[src/rtl/mem_arbiter_pkg.sv]
// ============================================================================
// mem_arbiter_pkg : shared command codes, I/O addresses and FSM encoding
//                   for the two-port memory arbiter.
// Revision: 1.0
// ============================================================================
`default_nettype none

package mem_arbiter_pkg;

   localparam logic [1:0] MNONE  = 2'b00;
   localparam logic [1:0] MREAD  = 2'b01;
   localparam logic [1:0] MWRITE = 2'b11;

   localparam logic [8:0] IO_LED_ADDR = 9'h100;
   localparam logic [8:0] IO_SW_ADDR  = 9'h140;

   typedef logic [1:0] state_t;
   localparam state_t ST_IDLE  = 2'd0;
   localparam state_t ST_ISSUE = 2'd1;
   localparam state_t ST_RDATA = 2'd2;

   // Only the LED register is writable and only the switch port is readable.
   function automatic logic io_unmapped(input logic [1:0] cmd, input logic [8:0] addr);
      return addr[8] && (((cmd == MWRITE) && (addr != IO_LED_ADDR)) ||
                         ((cmd == MREAD)  && (addr != IO_SW_ADDR)));
   endfunction

endpackage

`default_nettype wire

[src/rtl/rr_arbiter2.sv]
// ============================================================================
// rr_arbiter2 : two-way round-robin winner select with its last-winner pointer.
// Revision: 1.0
// ============================================================================
`default_nettype none

module rr_arbiter2 (
   input  logic       clk,
   input  logic       reset_n,
   input  logic [1:0] req_i,
   input  logic       take_i,
   output logic       win_o
);

   logic last_q;
   logic last_d;

   // On a tie the port that did not win last time goes next.
   always_comb begin
      win_o = (req_i == 2'b11) ? ~last_q : req_i[1];
   end

   always_comb begin
      last_d = take_i ? win_o : last_q;
   end

   always_ff @(posedge clk or negedge reset_n) begin
      if (!reset_n) begin
         last_q <= 1'b1;
      end else begin
         last_q <= last_d;
      end
   end

endmodule

`default_nettype wire

[src/rtl/mem_arbiter.sv]
// ============================================================================
// mem_arbiter : two-requester round-robin sequencer for the shared RAM and
//               switch/LED I/O. Optional MEM_ARBITER_ERR_EN adds bus_err/err_addr.
// Revision: 1.0
// ============================================================================
`default_nettype none

module mem_arbiter
   import mem_arbiter_pkg::*;
#(
   parameter int DW  = 16,
   parameter int AW  = 9,
   parameter int RAW = 8
) (
   input  logic            clk,
   input  logic            reset_n,
   input  logic [1:0]      req,
   input  logic [1:0]      cmd0,
   input  logic [1:0]      cmd1,
   input  logic [AW-1:0]   addr0,
   input  logic [AW-1:0]   addr1,
   input  logic [DW-1:0]   wdata0,
   input  logic [DW-1:0]   wdata1,
   output logic [1:0]      gnt,
   output logic [1:0]      rvalid,
   output logic [DW-1:0]   rdata,
   output logic [RAW-1:0]  ram_addr,
   output logic            ram_write,
   output logic [DW-1:0]   ram_din,
   input  logic [DW-1:0]   ram_dout,
   input  logic [7:0]      sw,
`ifdef MEM_ARBITER_ERR_EN
   output logic            bus_err,
   output logic [AW-1:0]   err_addr,
`endif
   output logic [7:0]      led
);

   state_t          state_q;
   state_t          state_d;
   logic            win;
   logic            take;
   logic            win_q;
   logic [1:0]      cmd_q;
   logic [AW-1:0]   addr_q;
   logic [DW-1:0]   wdata_q;
   logic [7:0]      sw_q;
   logic [7:0]      led_q;
   logic            led_wr;
   logic            sw_rd;

   assign take   = (state_q == ST_IDLE) && (|req);
   assign led_wr = (state_q == ST_ISSUE) && (cmd_q == MWRITE) && (addr_q == AW'(IO_LED_ADDR));
   assign sw_rd  = (state_q == ST_ISSUE) && (cmd_q == MREAD)  && (addr_q == AW'(IO_SW_ADDR));
   assign led    = led_q;

   rr_arbiter2 u_rr (
      .clk     (clk),
      .reset_n (reset_n),
      .req_i   (req),
      .take_i  (take),
      .win_o   (win)
   );

   always_ff @(posedge clk or negedge reset_n) begin
      if (!reset_n) begin
         state_q <= ST_IDLE;
      end else begin
         state_q <= state_d;
      end
   end

   always_comb begin
      state_d = state_q;
      case (state_q)
         ST_IDLE:  if (|req) state_d = ST_ISSUE;
         ST_ISSUE: state_d = (cmd_q == MREAD) ? ST_RDATA : ST_IDLE;
         ST_RDATA: state_d = ST_IDLE;
         default:  state_d = ST_IDLE;
      endcase
   end

   always_comb begin
      gnt       = 2'b00;
      rvalid    = 2'b00;
      rdata     = '0;
      ram_addr  = '0;
      ram_write = 1'b0;
      ram_din   = '0;
      case (state_q)
         ST_ISSUE: begin
            gnt[win_q] = 1'b1;
            ram_addr   = addr_q[RAW-1:0];
            if ((cmd_q == MWRITE) && !addr_q[AW-1]) begin
               ram_write = 1'b1;
               ram_din   = wdata_q;
            end
         end
         ST_RDATA: begin
            rvalid[win_q] = 1'b1;
            if (!addr_q[AW-1]) begin
               rdata = ram_dout;
            end else if (addr_q == AW'(IO_SW_ADDR)) begin
               rdata = {{(DW-8){1'b0}}, sw_q};
            end
         end
         default: ;
      endcase
   end

   // The winner's command is captured once so requesters may change after gnt.
   always_ff @(posedge clk or negedge reset_n) begin
      if (!reset_n) begin
         win_q   <= 1'b0;
         cmd_q   <= MNONE;
         addr_q  <= '0;
         wdata_q <= '0;
         sw_q    <= '0;
         led_q   <= '0;
      end else begin
         if (take) begin
            win_q   <= win;
            cmd_q   <= win ? cmd1   : cmd0;
            addr_q  <= win ? addr1  : addr0;
            wdata_q <= win ? wdata1 : wdata0;
         end
         if (led_wr) led_q <= wdata_q[7:0];
         if (sw_rd)  sw_q  <= sw;
      end
   end

`ifdef MEM_ARBITER_ERR_EN
   logic          bus_err_q;
   logic [AW-1:0] err_addr_q;

   assign bus_err  = bus_err_q;
   assign err_addr = err_addr_q;

   always_ff @(posedge clk or negedge reset_n) begin
      if (!reset_n) begin
         bus_err_q  <= 1'b0;
         err_addr_q <= '0;
      end else if ((state_q == ST_ISSUE) && !bus_err_q && io_unmapped(cmd_q, 9'(addr_q))) begin
         bus_err_q  <= 1'b1;
         err_addr_q <= addr_q;
      end
   end
`endif

endmodule

`default_nettype wire
[config.mk]
export PLATFORM = sky130hd
export DESIGN_NAME = mem_arbiter
export DESIGN_NICKNAME = d
export VERILOG_FILES = /design/src/rtl/mem_arbiter_pkg.sv /design/src/rtl/rr_arbiter2.sv /design/src/rtl/mem_arbiter.sv
export SDC_FILE = /design/constraint.sdc
export NUM_CORES = 1
export LEC_CHECK = 0
export CAP_MARGIN = 10
export CORE_MARGIN = 1.5
export CORE_UTILIZATION = 30
export CTS_CLUSTER_DIAMETER = 80
export DETAILED_ROUTE_END_ITERATION = 7
export GPL_TIMING_DRIVEN = 0
export PLACE_DENSITY = 0.73
export SETUP_SLACK_MARGIN = 0.15
export SLEW_MARGIN = 20
export SYNTH_ARGS = -nofsm -noshare
export SYNTH_HDL_FRONTEND = slang
export SYNTH_SLANG_ARGS = --single-unit
[constraint.sdc]
create_clock -name clk -period 2.1 [get_ports clk]
set_clock_uncertainty 0.05 [all_clocks]
set_input_delay 0.525 -clock clk [delete_from_list [all_inputs] [get_ports clk]]
set_output_delay 0.525 -clock clk [all_outputs]
set_load 0.005 [all_outputs]
# After elaboration in Yosys (flattened, before gate mapping)
# Index checks and enable logic that the tools add are counted.
# totals
register_bits,47
latch_bits,0
mem_bits_rw,0
romBits,0
wordCells,48
n_memories,0
# classes
n_addsub,0
multipliers,0
n_div,0
n_lt_le_gt_ge,2
eq_ne,8
shift,0
muxes,19
n_bitwise,1
n_reduce_logical,10
# ops
operator,n
$mux 16,5
$eq 9x9->1 const B,2
$mux 8,2
$mux 2,5
$mux 9,1
$logic_and 1x1->1,7
$eq 2x2->1 const B,3
$eq 2x1->1 const B,2
$mux 1,4
$pmux 2 s2,1
$logic_not 2->1,1
$lt 1x2->1 const B,1
$ne 2x1->1 const B,1
$reduce_or 2->1,1
$demux 1 s1,1
$ge 1x1->1 const B,1
$logic_not 1->1,1
$not 1->1,1

# Logic depth before layout (Yosys ltp)
# Gate-level depths: netlist of run 1.
# logic_depth
depth_word,5
depth_mapped,5
mapped_depth_nobuf,3

# Hierarchy
# A second synthesis of run 1 with hierarchy kept.
# unflattened
hier_cells,205
hier_area_um2,2586.2
# modules_own_cells
module,n_inst,cells_per_inst,area_each_um2,seq_area_each_um2
mem_arbiter,1,202,2533.7,1151.1
rr_arbiter2,1,3,52.6,26.3

# Least setup slack after synthesis of run 1
# No wires, ideal clock.
# synth_timing
path_type,input to register
from,input port req[1]
to,register addr_q[0]
setup_ns,0.125
t_arrival_ns,1.750
required_time_ns,1.925
slack_ns,0.176
path_stages,5
path_buffers,2
path_cell_list,a21boi_0 buf_2 buf_2 mux2_2 mux2_2
# synth_between
elab_chain_cells,3
word_cells_on_any_way,5
classes_between,eq/ne: 1; mux: 2; reduce/logical: 2
# synth_lines
element,line,text
start: declaration,mem_arbiter.sv:17,"input logic [1:0] req,"
$eq 2x2->1,rr_arbiter2.sv:20,win_o = (req_i == 2'b11) ? ~last_q : req_i[1];
$mux 1,rr_arbiter2.sv:20,
$mux 9,mem_arbiter.sv:124,addr_q <= win ? addr1 : addr0;
end signal: assignment,mem_arbiter.sv:124,
end: declaration,mem_arbiter.sv:45,logic [AW-1:0] addr_q;
# Parallel ways exist; a longest one is shown, timed or not.
# A chain may end at the register's enable or synchronous reset.

# Worst setup path in the final report of run 1
# layout_timing
from,register addr_q[4]
to,output port rdata[4]
# layout_between
elab_chain_cells,4
# layout_lines
element,line,text
$eq 9x9->1,mem_arbiter.sv:103,end else if (addr_q == AW'(IO_SW_ADDR)) begin
$mux 8,mem_arbiter.sv:103,
$mux 16,mem_arbiter.sv:101,if (!addr_q[AW-1]) begin
$mux 16,mem_arbiter.sv:90,case (state_q)
end: declaration,mem_arbiter.sv:26,"output logic [DW-1:0] rdata,"
# Every way passes these cells.

==> impl_metrics.xml, run 1 <==
<?xml version="1.0" encoding="UTF-8"?>
<metrics>
  <group name="routing">
    <metric name="first_pass_iters" unit="">4</metric>
    <metric name="detailedRoute.firstIterationViolations" unit="">65</metric>
    <metric name="detail-route-antenna-nets" unit="">0</metric>
    <metric name="avgViaCountPerCell" unit="">4.67</metric>
    <metric name="wl_per_cell" unit="um">17.0</metric>
    <metric name="drt_wl_total" unit="mm">8.65</metric>
    <metric name="num_vias" unit="">2384</metric>
    <metric name="drt_drc_violations_left" unit="">0</metric>
  </group>
  <group name="setup_path">
    <metric name="r2r.worst_path.cells" unit="">8</metric>
    <metric name="crit_type" unit="">reg -&gt; out</metric>
    <metric name="critical_path_peak_fanout" unit="">4</metric>
    <metric name="worst-path-buf-inv" unit="">4</metric>
    <metric name="biggest_cell_delay_along_the_critical_path" unit="ps">430</metric>
    <metric name="critical-path-slowest-cell" unit="">sky130_fd_sc_hd__dfrtp_1</metric>
    <metric name="reg2reg_setup_slack" unit="ps">-80</metric>
    <metric name="cp_cell_sequence" unit="">nor4b_4 -&gt; buf_4 -&gt; buf_12 -&gt; buf_6 -&gt; nand4_1 -&gt; a21oi_2 -&gt; buf_2</metric>
    <metric name="worst_ep_required_time" unit="ps">1520</metric>
    <metric name="cp.arrival" unit="ps">1900</metric>
    <metric name="worst_path_dominant_cell_family" unit="">simple AND/OR/NAND/NOR gates</metric>
    <metric name="r2r-end" unit="">led[7]</metric>
    <metric name="timing.critical_path.from" unit="">addr_q[4]</metric>
    <metric name="r2r-start" unit="">addr_q[4]</metric>
    <metric name="worstSetupEndpointType" unit="">output pin</metric>
    <metric name="critical_path_depth" unit="">7</metric>
    <metric name="cp-endpoint" unit="">rdata[4]</metric>
    <metric name="startpoint_class" unit="">flip-flop</metric>
  </group>
  <group name="sta">
    <metric name="worstMarginPinSlew" unit="ps">483</metric>
    <metric name="clock.fmax" unit="MHz">405</metric>
    <metric name="finalHoldViolations" unit="">0</metric>
    <metric name="grt_setup_unrepaired" unit="">true</metric>
    <metric name="final.setup.worst_slack" unit="ps">-370</metric>
    <metric name="period_needed" unit="ps">2470</metric>
    <metric name="post-route-period-util" unit="%">118</metric>
    <metric name="maxSlewHeadroom" unit="%">67.8</metric>
    <metric name="setup_viol" unit="">53</metric>
    <metric name="finalMaxSlewViolations" unit="">0</metric>
  </group>
  <group name="synthesis">
    <metric name="leading_cell_type_by_number_of_instances_after_synthesis" unit="">sky130_fd_sc_hd__mux2_2</metric>
    <metric name="synth_nets" unit="">286</metric>
    <metric name="yosys_most_used_dff" unit="">sky130_fd_sc_hd__dfrtp_1</metric>
    <metric name="synth_sequential_area_ratio" unit="%">45.8</metric>
    <metric name="synth-warning-count" unit="">0</metric>
    <metric name="number_of_synthesized_flops_with_an_enable_pin" unit="">0</metric>
    <metric name="netlist_top_cells_area" unit="">sky130_fd_sc_hd__dfrtp_1 (45%), sky130_fd_sc_hd__mux2_2 (28%), sky130_fd_sc_hd__and2_1 (8.0%)</metric>
    <metric name="yosysUniqueCellTypes" unit="">23</metric>
    <metric name="synth_area_per_cell" unit="sq um">12.6</metric>
    <metric name="synth-seq-cells" unit="">47</metric>
    <metric name="yosysTopAreaCell" unit="">sky130_fd_sc_hd__dfrtp_1</metric>
    <metric name="netlist.area_leader.share" unit="%">44.8</metric>
    <metric name="synth_async_sr_flop_share" unit="%">100</metric>
    <metric name="syn-cell-area" unit="sq um">2570</metric>
    <metric name="post_synth_inst_count" unit="">204</metric>
    <metric name="synth.cells.most_frequent" unit="">sky130_fd_sc_hd__mux2_2 (64), sky130_fd_sc_hd__dfrtp_1 (46), sky130_fd_sc_hd__and2_1 (33)</metric>
  </group>
  <group name="die">
    <metric name="design.die.area" unit="sq um">9140</metric>
    <metric name="coreArea" unit="sq um">8260</metric>
    <metric name="placementRows" unit="">33</metric>
    <metric name="fp.dieH" unit="um">95.6</metric>
    <metric name="initial_utilization" unit="%">31.1</metric>
    <metric name="die_width" unit="um">95.6</metric>
    <metric name="io_pins" unit="">135</metric>
  </group>
  <group name="hold_path">
    <metric name="worstHoldPathType" unit="">in -&gt; async</metric>
  </group>
  <group name="place">
    <metric name="port_buffers" unit="">134</metric>
    <metric name="gpl.final_weighted_congestion" unit="">0.676</metric>
    <metric name="hpwlAfterDp" unit="mm">5.12</metric>
    <metric name="placed_cells_incl_taps" unit="">444</metric>
    <metric name="dp_slack" unit="ps">-647</metric>
  </group>
  <group name="grt">
    <metric name="globalRoute.totalOverflow" unit="">0</metric>
    <metric name="antenna_found_initial" unit="">1</metric>
    <metric name="grt_start_max_net_pins" unit="">29</metric>
    <metric name="gr-usage-all-layers" unit="%">17.2</metric>
    <metric name="first_global_vias" unit="">2390</metric>
    <metric name="global_route_wire_length_before_repair" unit="mm">12.0</metric>
  </group>
  <group name="run_status">
    <metric name="run_status" unit="">complete, but fails checks</metric>
    <metric name="violations" unit="">setup timing</metric>
  </group>
  <group name="power_and_ir_drop">
    <metric name="intPower" unit="mW">3.70</metric>
    <metric name="power.share.combinational" unit="%">60.6</metric>
    <metric name="clockPowerShare" unit="%">10.8</metric>
    <metric name="switching_power" unit="mW">1.67</metric>
    <metric name="p_leak" unit="nW">2.38</metric>
    <metric name="power.sequential.fraction" unit="%">28.6</metric>
    <metric name="p_sw_share" unit="%">31.0</metric>
    <metric name="pwr_density_cell" unit="nW/um^2">1030</metric>
    <metric name="vdd_drop_max" unit="V">0.000516</metric>
  </group>
  <group name="clocking">
    <metric name="clock_sink_count" unit="">47</metric>
    <metric name="reg_clk_slew_reported_paths" unit="ps">90</metric>
    <metric name="cts_root_buffer" unit="">sky130_fd_sc_hd__clkbuf_8</metric>
    <metric name="postCtsHoldBufs" unit="">0</metric>
    <metric name="cts_htree_levels" unit="">2</metric>
    <metric name="clockBufferDepth" unit="">2</metric>
    <metric name="cts_tree" unit="">yes</metric>
    <metric name="number_of_buffers_added_by_the_clock_tree_synthesis_step" unit="">5</metric>
    <metric name="clk-insertion-delay-late" unit="ps">300</metric>
  </group>
  <group name="flow_run">
    <metric name="max_cap_violations" unit="">0</metric>
  </group>
  <group name="final_layout">
    <metric name="areaGrowthSynthToFinish" unit="%">103</metric>
    <metric name="final_cells" unit="">510</metric>
    <metric name="final_nets" unit="">485</metric>
    <metric name="drive_above_1_share" unit="%">59.7</metric>
  </group>
</metrics>
-- state kept, by name, summed over array words and instances (netlist names) --
signal and cells:
sw_q 8, led 8, win_q 1, cmd_q 2, wdata_q 16, state_q 2
u_rr.last_q 1, addr_q 9
-- routing by layer --
| metal | GRT usage (%) | wire length, um | vias up |
|---|---|---|---|
| li1 | - | - | 1125 |
| met1 | 21.0 | 3530 | 1173 |
| met2 | 31.0 | 4580 | 78 |
| met3 | 3.19 | 446 | 8 |
| met4 | 4.04 | 85 | 0 |
| met5 | 0 | 0 | - |
-- cell type report --
type,count,area [sq um]
inverter,1,3.75
timing repair buffer,191,2010
fill,668,3050
sequential,47,1180
buffer,11,158
clock inverter,1,5.00
tap,105,131
antenna,1,2.50
clock buffer,7,86.3
multi-input combinational,146,1630
-- repair_timing --
item	4_1_cts	5_1_grt
buffers inserted	35	13
pin swaps	42	9
gates cloned	5	4
resized for setup	281	91
endpoints found under the setup margin	82	89
-- worst min-delay path by stage --
stage	from	to	slack, ps	cells after the start
global route	reset_n	sw_q[4]	140	1
global placement	wdata_q[9]	wdata_q[9]	430	1
floorplan	reset_n	addr_q[0]	180	0
CTS	reset_n	sw_q[4]	140	1
detailed placement	wdata_q[14]	wdata_q[14]	440	1
finish	reset_n	sw_q[4]	110	1
-- cells in the final DEF (no fill, tap or decap), types with 6 or more instances in the layout --
master	synthesis	routed
sky130_fd_sc_hd__clkdlybuf4s50_1	0	87
sky130_fd_sc_hd__buf_6	1	67
sky130_fd_sc_hd__dfrtp_1	46	45
sky130_fd_sc_hd__mux2_4	8	40
sky130_fd_sc_hd__mux2_2	64	32
sky130_fd_sc_hd__and2_4	0	29
sky130_fd_sc_hd__buf_2	2	16
sky130_fd_sc_hd__buf_4	0	10
sky130_fd_sc_hd__clkbuf_8	0	8
sky130_fd_sc_hd__nand2b_1	9	8
sky130_fd_sc_hd__nand4_1	8	8
sky130_fd_sc_hd__buf_8	0	6
sky130_fd_sc_hd__clkbuf_16	0	6
-- power groups by stage --
stage	Clock [mW]	Sequential (mW)	Combinational, mW
5_1_grt	0.633	1.58	3.44
6_report	0.580	1.53	3.25
3_5_place_dp	0	1.51	1.68
3_3_place_gp	0	1.49	1.66
2_1_floorplan	0	1.43	0.974
4_1_cts	0.597	1.51	2.40
-- per-stage QoR --
stage / hold WS [ps] / utilization (%) / TNS, ps / power (mW) / cell area, sq um
after floorplan: 179 / - / 0 / 2.41 / 2570
after global placement: 431 / 49.0 / -66190 / 3.15 / 4040
after detailed placement: 438 / 49.2 / -25920 / 3.19 / 4060
after CTS: 141 / 56.5 / -7460 / 4.50 / 4660
after global routing: 144 / 63.1 / -12680 / 5.65 / 5210
final: 115 / 63.1 / -8700 / 5.36 / 5210
-- kinds of logic after synthesis --
group                  after synthesis  share of synthesized area (%)
AO/OA/AOI/OAI                        9                           1.85
buffers and inverters               12                           2.14
multiplexers                        72                           32.7
flip-flops                          47                           45.8
AND/OR/NAND/NOR                     64                           17.5
(Power assumes the default switching activity.)
==> run 2, diff against run 1 <==
HOLD_SLACK_MARGIN = 0.05   (was unset)
==> results of run 2 <==
No change in the layout: final DEF, timing and power equal those of run 1.
==> RTL change 1 (config.mk and constraints of run 1) <==
Change the parameter `DW` from 16 to 12.
--- a/src/rtl/mem_arbiter.sv
+++ b/src/rtl/mem_arbiter.sv
@@ -9,5 +9,5 @@
    import mem_arbiter_pkg::*;
 #(
-   parameter int DW  = 16,
+   parameter int DW  = 12,
    parameter int AW  = 9,
    parameter int RAW = 8
Interface: changed (5 resized); port bits go from 135 to 115. No check against the original RTL was run, so the function may have changed too.
==> RTL change 1 against run 1 <==
The flow still finishes with violations (negative setup slack). Design area decreased by 17%. Setup slack improved by 0.093 ns. Non-clock buffer count decreased by 32. Wire length decreased by 20%. Area after synthesis decreased by 9.2%. Sequential cell count decreased by 4. Fmax increased by 3.9%. Power decreased by 19%. Critical path type unchanged. Largest cell class unchanged. Highest routed layer unchanged.
==> RTL change 1: results (changes against run 1) <==
metric	value	unit	change
violations	negative setup slack		unchanged
detail_route.first_pass.iterations	4		unchanged
whs	0.116	ns	was 0.115 ns
reg.largest.list	wdata_q (12), addr_q (9)		was wdata_q (16), addr_q (9)
synthTopCellsByArea	dfrtp_1 45%, mux2_2 27%, and2_1 6.7%		was dfrtp_1 45%, mux2_2 28%, and2_1 8.0%
post_drt_wl_per_cell	15.4	um	was 17.0 um
sw_frac_of_total	31.4	%	was 31.0%
clockRootBuffer	clkbuf_8		unchanged
muxShareOfSynthArea	32.2	%	was 32.7%
final_nets	421		was 485
ys_seq_area_share	46.1	%	was 45.8%
max_slew_margin	71.4	%	was 67.8%
cts_buffers	5		unchanged
grt_usage	17.1	%	was 17.2%
synth_fa_ha_area_share	0	%	unchanged
rr_endpoint	led[2]		was led[7]
drive_gt1_share	57.1	%	was 59.7%
syn_nets	252		was 286
yosysWarnings	0		unchanged
timing.rr.start	addr_q[1]		was addr_q[4]
vdd_ir_drop_max	632	uV	was 516 uV
r2r_setup_slack	-0.18	ns	was -0.08 ns
fill_cells	627		was 668
ant_nets	0		unchanged
setup_slack	-0.277	ns	was -0.370 ns
clock_path_buffers	2		unchanged
n_antenna_cell	0		was 1
leakage	1.90	nW	was 2.38 nW
htree_levels	2		unchanged
holdCritPathClass	input pin to asynchronous set/reset pin		unchanged
outcome	complete, but fails checks		unchanged
dp_slack	-0.539	ns	was -0.647 ns
grt_pass1_wl	11.2	mm	was 12.0 mm
crit_arrival	1.80	ns	was 1.90 ns
synth_compound_area_share	2.20	%	was 1.85%
gp_congestion	0.699		was 0.676
port_buffers	114		was 134
grt_max_degree	28		was 29
async_flop_share	100	%	unchanged
synthTopCellsByCount	56 x mux2_2, 42 x dfrtp_1, 25 x and2_1, 9 x nand2b_1		was 64 x mux2_2, 46 x dfrtp_1, 33 x and2_1, 9 x nand2b_1
clkSlewWorstSetupHoldPaths	0.08	ns	
r2r_cells	11		was 8
rows	31		was 33
antenna_found_initial	0		was 1
drt_iter0_drc	38		was 65
clock_latency	0.29	ns	
avgViaCountPerCell	4.61		was 4.67
path_max_fanout	2		was 4
dp_hpwl	4.57	mm	was 5.12 mm
setup_viol	38		was 53
first_global_vias	2180		was 2,390
synth_xor_area_share	0	%	unchanged
RTL change 1: area by class of cell:
cell class | count | share of cell area (%)
clock buffers | 8 | 1.85
well taps | 99 | 2.87
flip-flops and latches | 43 | 25.0
inverters | 1 | 0.0869
plain buffers | 9 | 2.17
repair buffers | 161 | 37.2
multi-input cells | 130 | 30.8
RTL change 1: critical path: stages, from the launching register on:
cell and delay [ns]:
dfrtp_1 0.42, nor4b_4 0.30, buf_4 0.17, clkbuf_16 0.12, buf_6 0.09, buf_6 0.08, nand4_1 0.07, a21oi_1 0.13
buf_2 0.13
RTL change 1: repair_timing:
action,4_1_cts,5_1_grt
resized for setup,201,50
setup endpoints to repair,66,57
setup buffers,33,10
hold endpoints to repair,0,0
pin swaps,34,8
cloned,4,0
RTL change 1: logic make-up (layout without fill, tap and decap cells):
family                 count (synthesis)  count (layout)
DFF                                   43              43
AOI/OAI and AO/OA                      9               9
buffers and inverters                 10             179
muxes                                 64              64
and+or+nand+nor                       56              57
RTL change 1: power by group through the flow:
| stage | sequential [mW] | combinational (mW) | clock, mW |
|---|---|---|---|
| floorplan | 1.31 | 0.878 | 0 |
| global placement | 1.36 | 1.50 | 0 |
| detailed placement | 1.37 | 1.53 | 0 |
| CTS | 1.37 | 2.12 | 0.536 |
| global route | 1.42 | 2.63 | 0.575 |
| finish | 1.38 | 2.46 | 0.515 |
RTL change 1: worst max path at each step:
stage	startpoint	end	slack, ns
3_5_place_dp	req[1]	wdata_q[11]	-0.54
3_3_place_gp	reset_n	sw_q[6]	-0.74
5_1_grt	addr_q[1]	rdata[1]	-0.35
4_1_cts	addr_q[0]	rdata[1]	-0.41
6_report	addr_q[1]	rdata[1]	-0.28
2_1_floorplan	req[1]	addr_q[8]	0.29
RTL change 1: routing by layer:
metal	share of wire [%]	vias up	global-route usage, %
met5	0	-	0
met4	0.82	0	4.30
met3	5.2	5	3.94
met2	51	56	29.7
met1	43	1030	21.3
li1	-	990	-
RTL change 1: stage by stage:
stage	instances	setup TNS, ns	util, %	cell area (sq um)
global route	451	-8.54	58.3	4320
finish	451	-5.18	58.3	4320
global placement	395	-50.30	48.6	3600
floorplan	182	0	-	2330
detailed placement	396	-19.89	48.8	3610
CTS	441	-6.65	55.3	4100
==> RTL change 2 (settings of run 1) <==
Made on the original files. Put one more register stage on the output `led`, cleared by the reset. The value now appears one clock later. The other outputs are not delayed to match.
--- a/src/rtl/mem_arbiter.sv
+++ b/src/rtl/mem_arbiter.sv
@@ -53,5 +53,11 @@
    assign led_wr = (state_q == ST_ISSUE) && (cmd_q == MWRITE) && (addr_q == AW'(IO_LED_ADDR));
    assign sw_rd  = (state_q == ST_ISSUE) && (cmd_q == MREAD)  && (addr_q == AW'(IO_SW_ADDR));
-   assign led    = led_q;
+   always_ff @(posedge clk or negedge reset_n) begin
+      if (!reset_n) begin
+         led <= '0;
+      end else begin
+         led <= led_q;
+      end
+   end
 
    rr_arbiter2 u_rr (
Function: changed (a bounded check fails within 4 cycles, from zero or initial values and one cycle with reset_n low).
==> RTL change 2 against run 1 <==
The flow still finishes with violations (negative setup slack). Wire length decreased by 4.6%. Design area decreased by 4.3%. Utilization fell by 6.8 points. Register-to-register slack gained 0.04 ns. Sequential cell count up 8. Setup slack improved by 0.11 ns. Power shrank 10%. Area after synthesis increased by 7.9%. Global-route usage shrank 1.0 points. Count of clock-buffer cells in the layout fell by 1. Fmax increased by 4.6%. Critical path type unchanged. Largest power group unchanged.
==> RTL change 2: results (changes against run 1) <==
metric	value	unit	change
pwr-share-seq	34.9	%	was 28.6%
grt_pass1_wl	12.5	mm	was 12.0 mm
synthTopCellsByCount	62 x mux2_2, 54 x dfrtp_1, 33 x and2_1, 9 x a21oi_1, 9 x nand2b_1		was 64 x mux2_2, 46 x dfrtp_1, 33 x and2_1, 9 x nand2b_1
post_cts_buffers	17		was 35
outcome	complete, but fails checks		unchanged
final-clk-cell-share	1.98	%	was 1.75%
p_sw	1.51	mW	was 1.67 mW
multiInputGateArea	1480	sq um	was 1630 sq um
violations	negative setup slack		unchanged
whs	0.215	ns	was 0.115 ns
critical-path-top-delay-family	buffers and inverters		was simple AND/OR/NAND/NOR gates
signal_buffers	184		was 202
startpoint	addr_q[5]		was addr_q[4]
avgViaCountPerCell	4.65		was 4.67
setup_tns	-4.12	ns	was -8.70 ns
setup_viol	32		was 53
syn_nets	296		was 286
drt_wl_total	8.25	mm	was 8.65 mm
drt_iter0_drc	71		was 65
r2r_setup_slack	-0.04	ns	was -0.08 ns
ys_types	26		was 23
dp_hpwl	5.55	mm	was 5.12 mm
antenna_found_initial	0		was 1
seqCellArea	1380	sq um	was 1180 sq um
setup_slack	-0.261	ns	was -0.370 ns
grt_usage	16.2	%	was 17.2%
comb_cell_power	2.51	mW	was 3.25 mW
first_global_vias	2501		was 2,390
crit_arrival	1.79	ns	was 1.90 ns
vdd_ir_drop_max	413	uV	was 516 uV
path_max_fanout	3		was 4
seq_cell_count	55		was 47
leakage	2.26	nW	was 2.38 nW
rr_endpoint	led_q[7]		was led[7]
grt_max_degree	56		was 29
cts_resized	177		was 281
RTL change 2: changes by cell type after synthesis, sizes merged, moves of 2 or more:
cell	before	now
clkbuf	8	5
buf	3	6
dfrtp	46	54
mux2	72	70
RTL change 2: routing by layer:
layer  GRT usage, %  wire length (um)
met4           4.33               107
met2           28.2              4430
met3           3.37               360
met5              0                 0
met1           20.4              3350
RTL change 2: cell families (layout without fill, tap and decap cells):
| kind of cell | count (synthesis) | in the layout | synth area share [%] |
|---|---|---|---|
| multiplexers | 70 | 70 | 29.5 |
| AO/OA/AOI/OAI | 13 | 13 | 2.57 |
| buffers and inverters | 12 | 193 | 2.12 |
| flip-flops | 55 | 55 | 49.6 |
| AND/OR/NAND/NOR | 64 | 64 | 16.2 |
RTL change 2: metrics by stage:
stage	std cells	power [mW]
3_5_place_dp	456	3.40
5_1_grt	503	5.11
2_1_floorplan	214	2.58
6_report	503	4.81
4_1_cts	482	4.33
3_3_place_gp	456	3.33
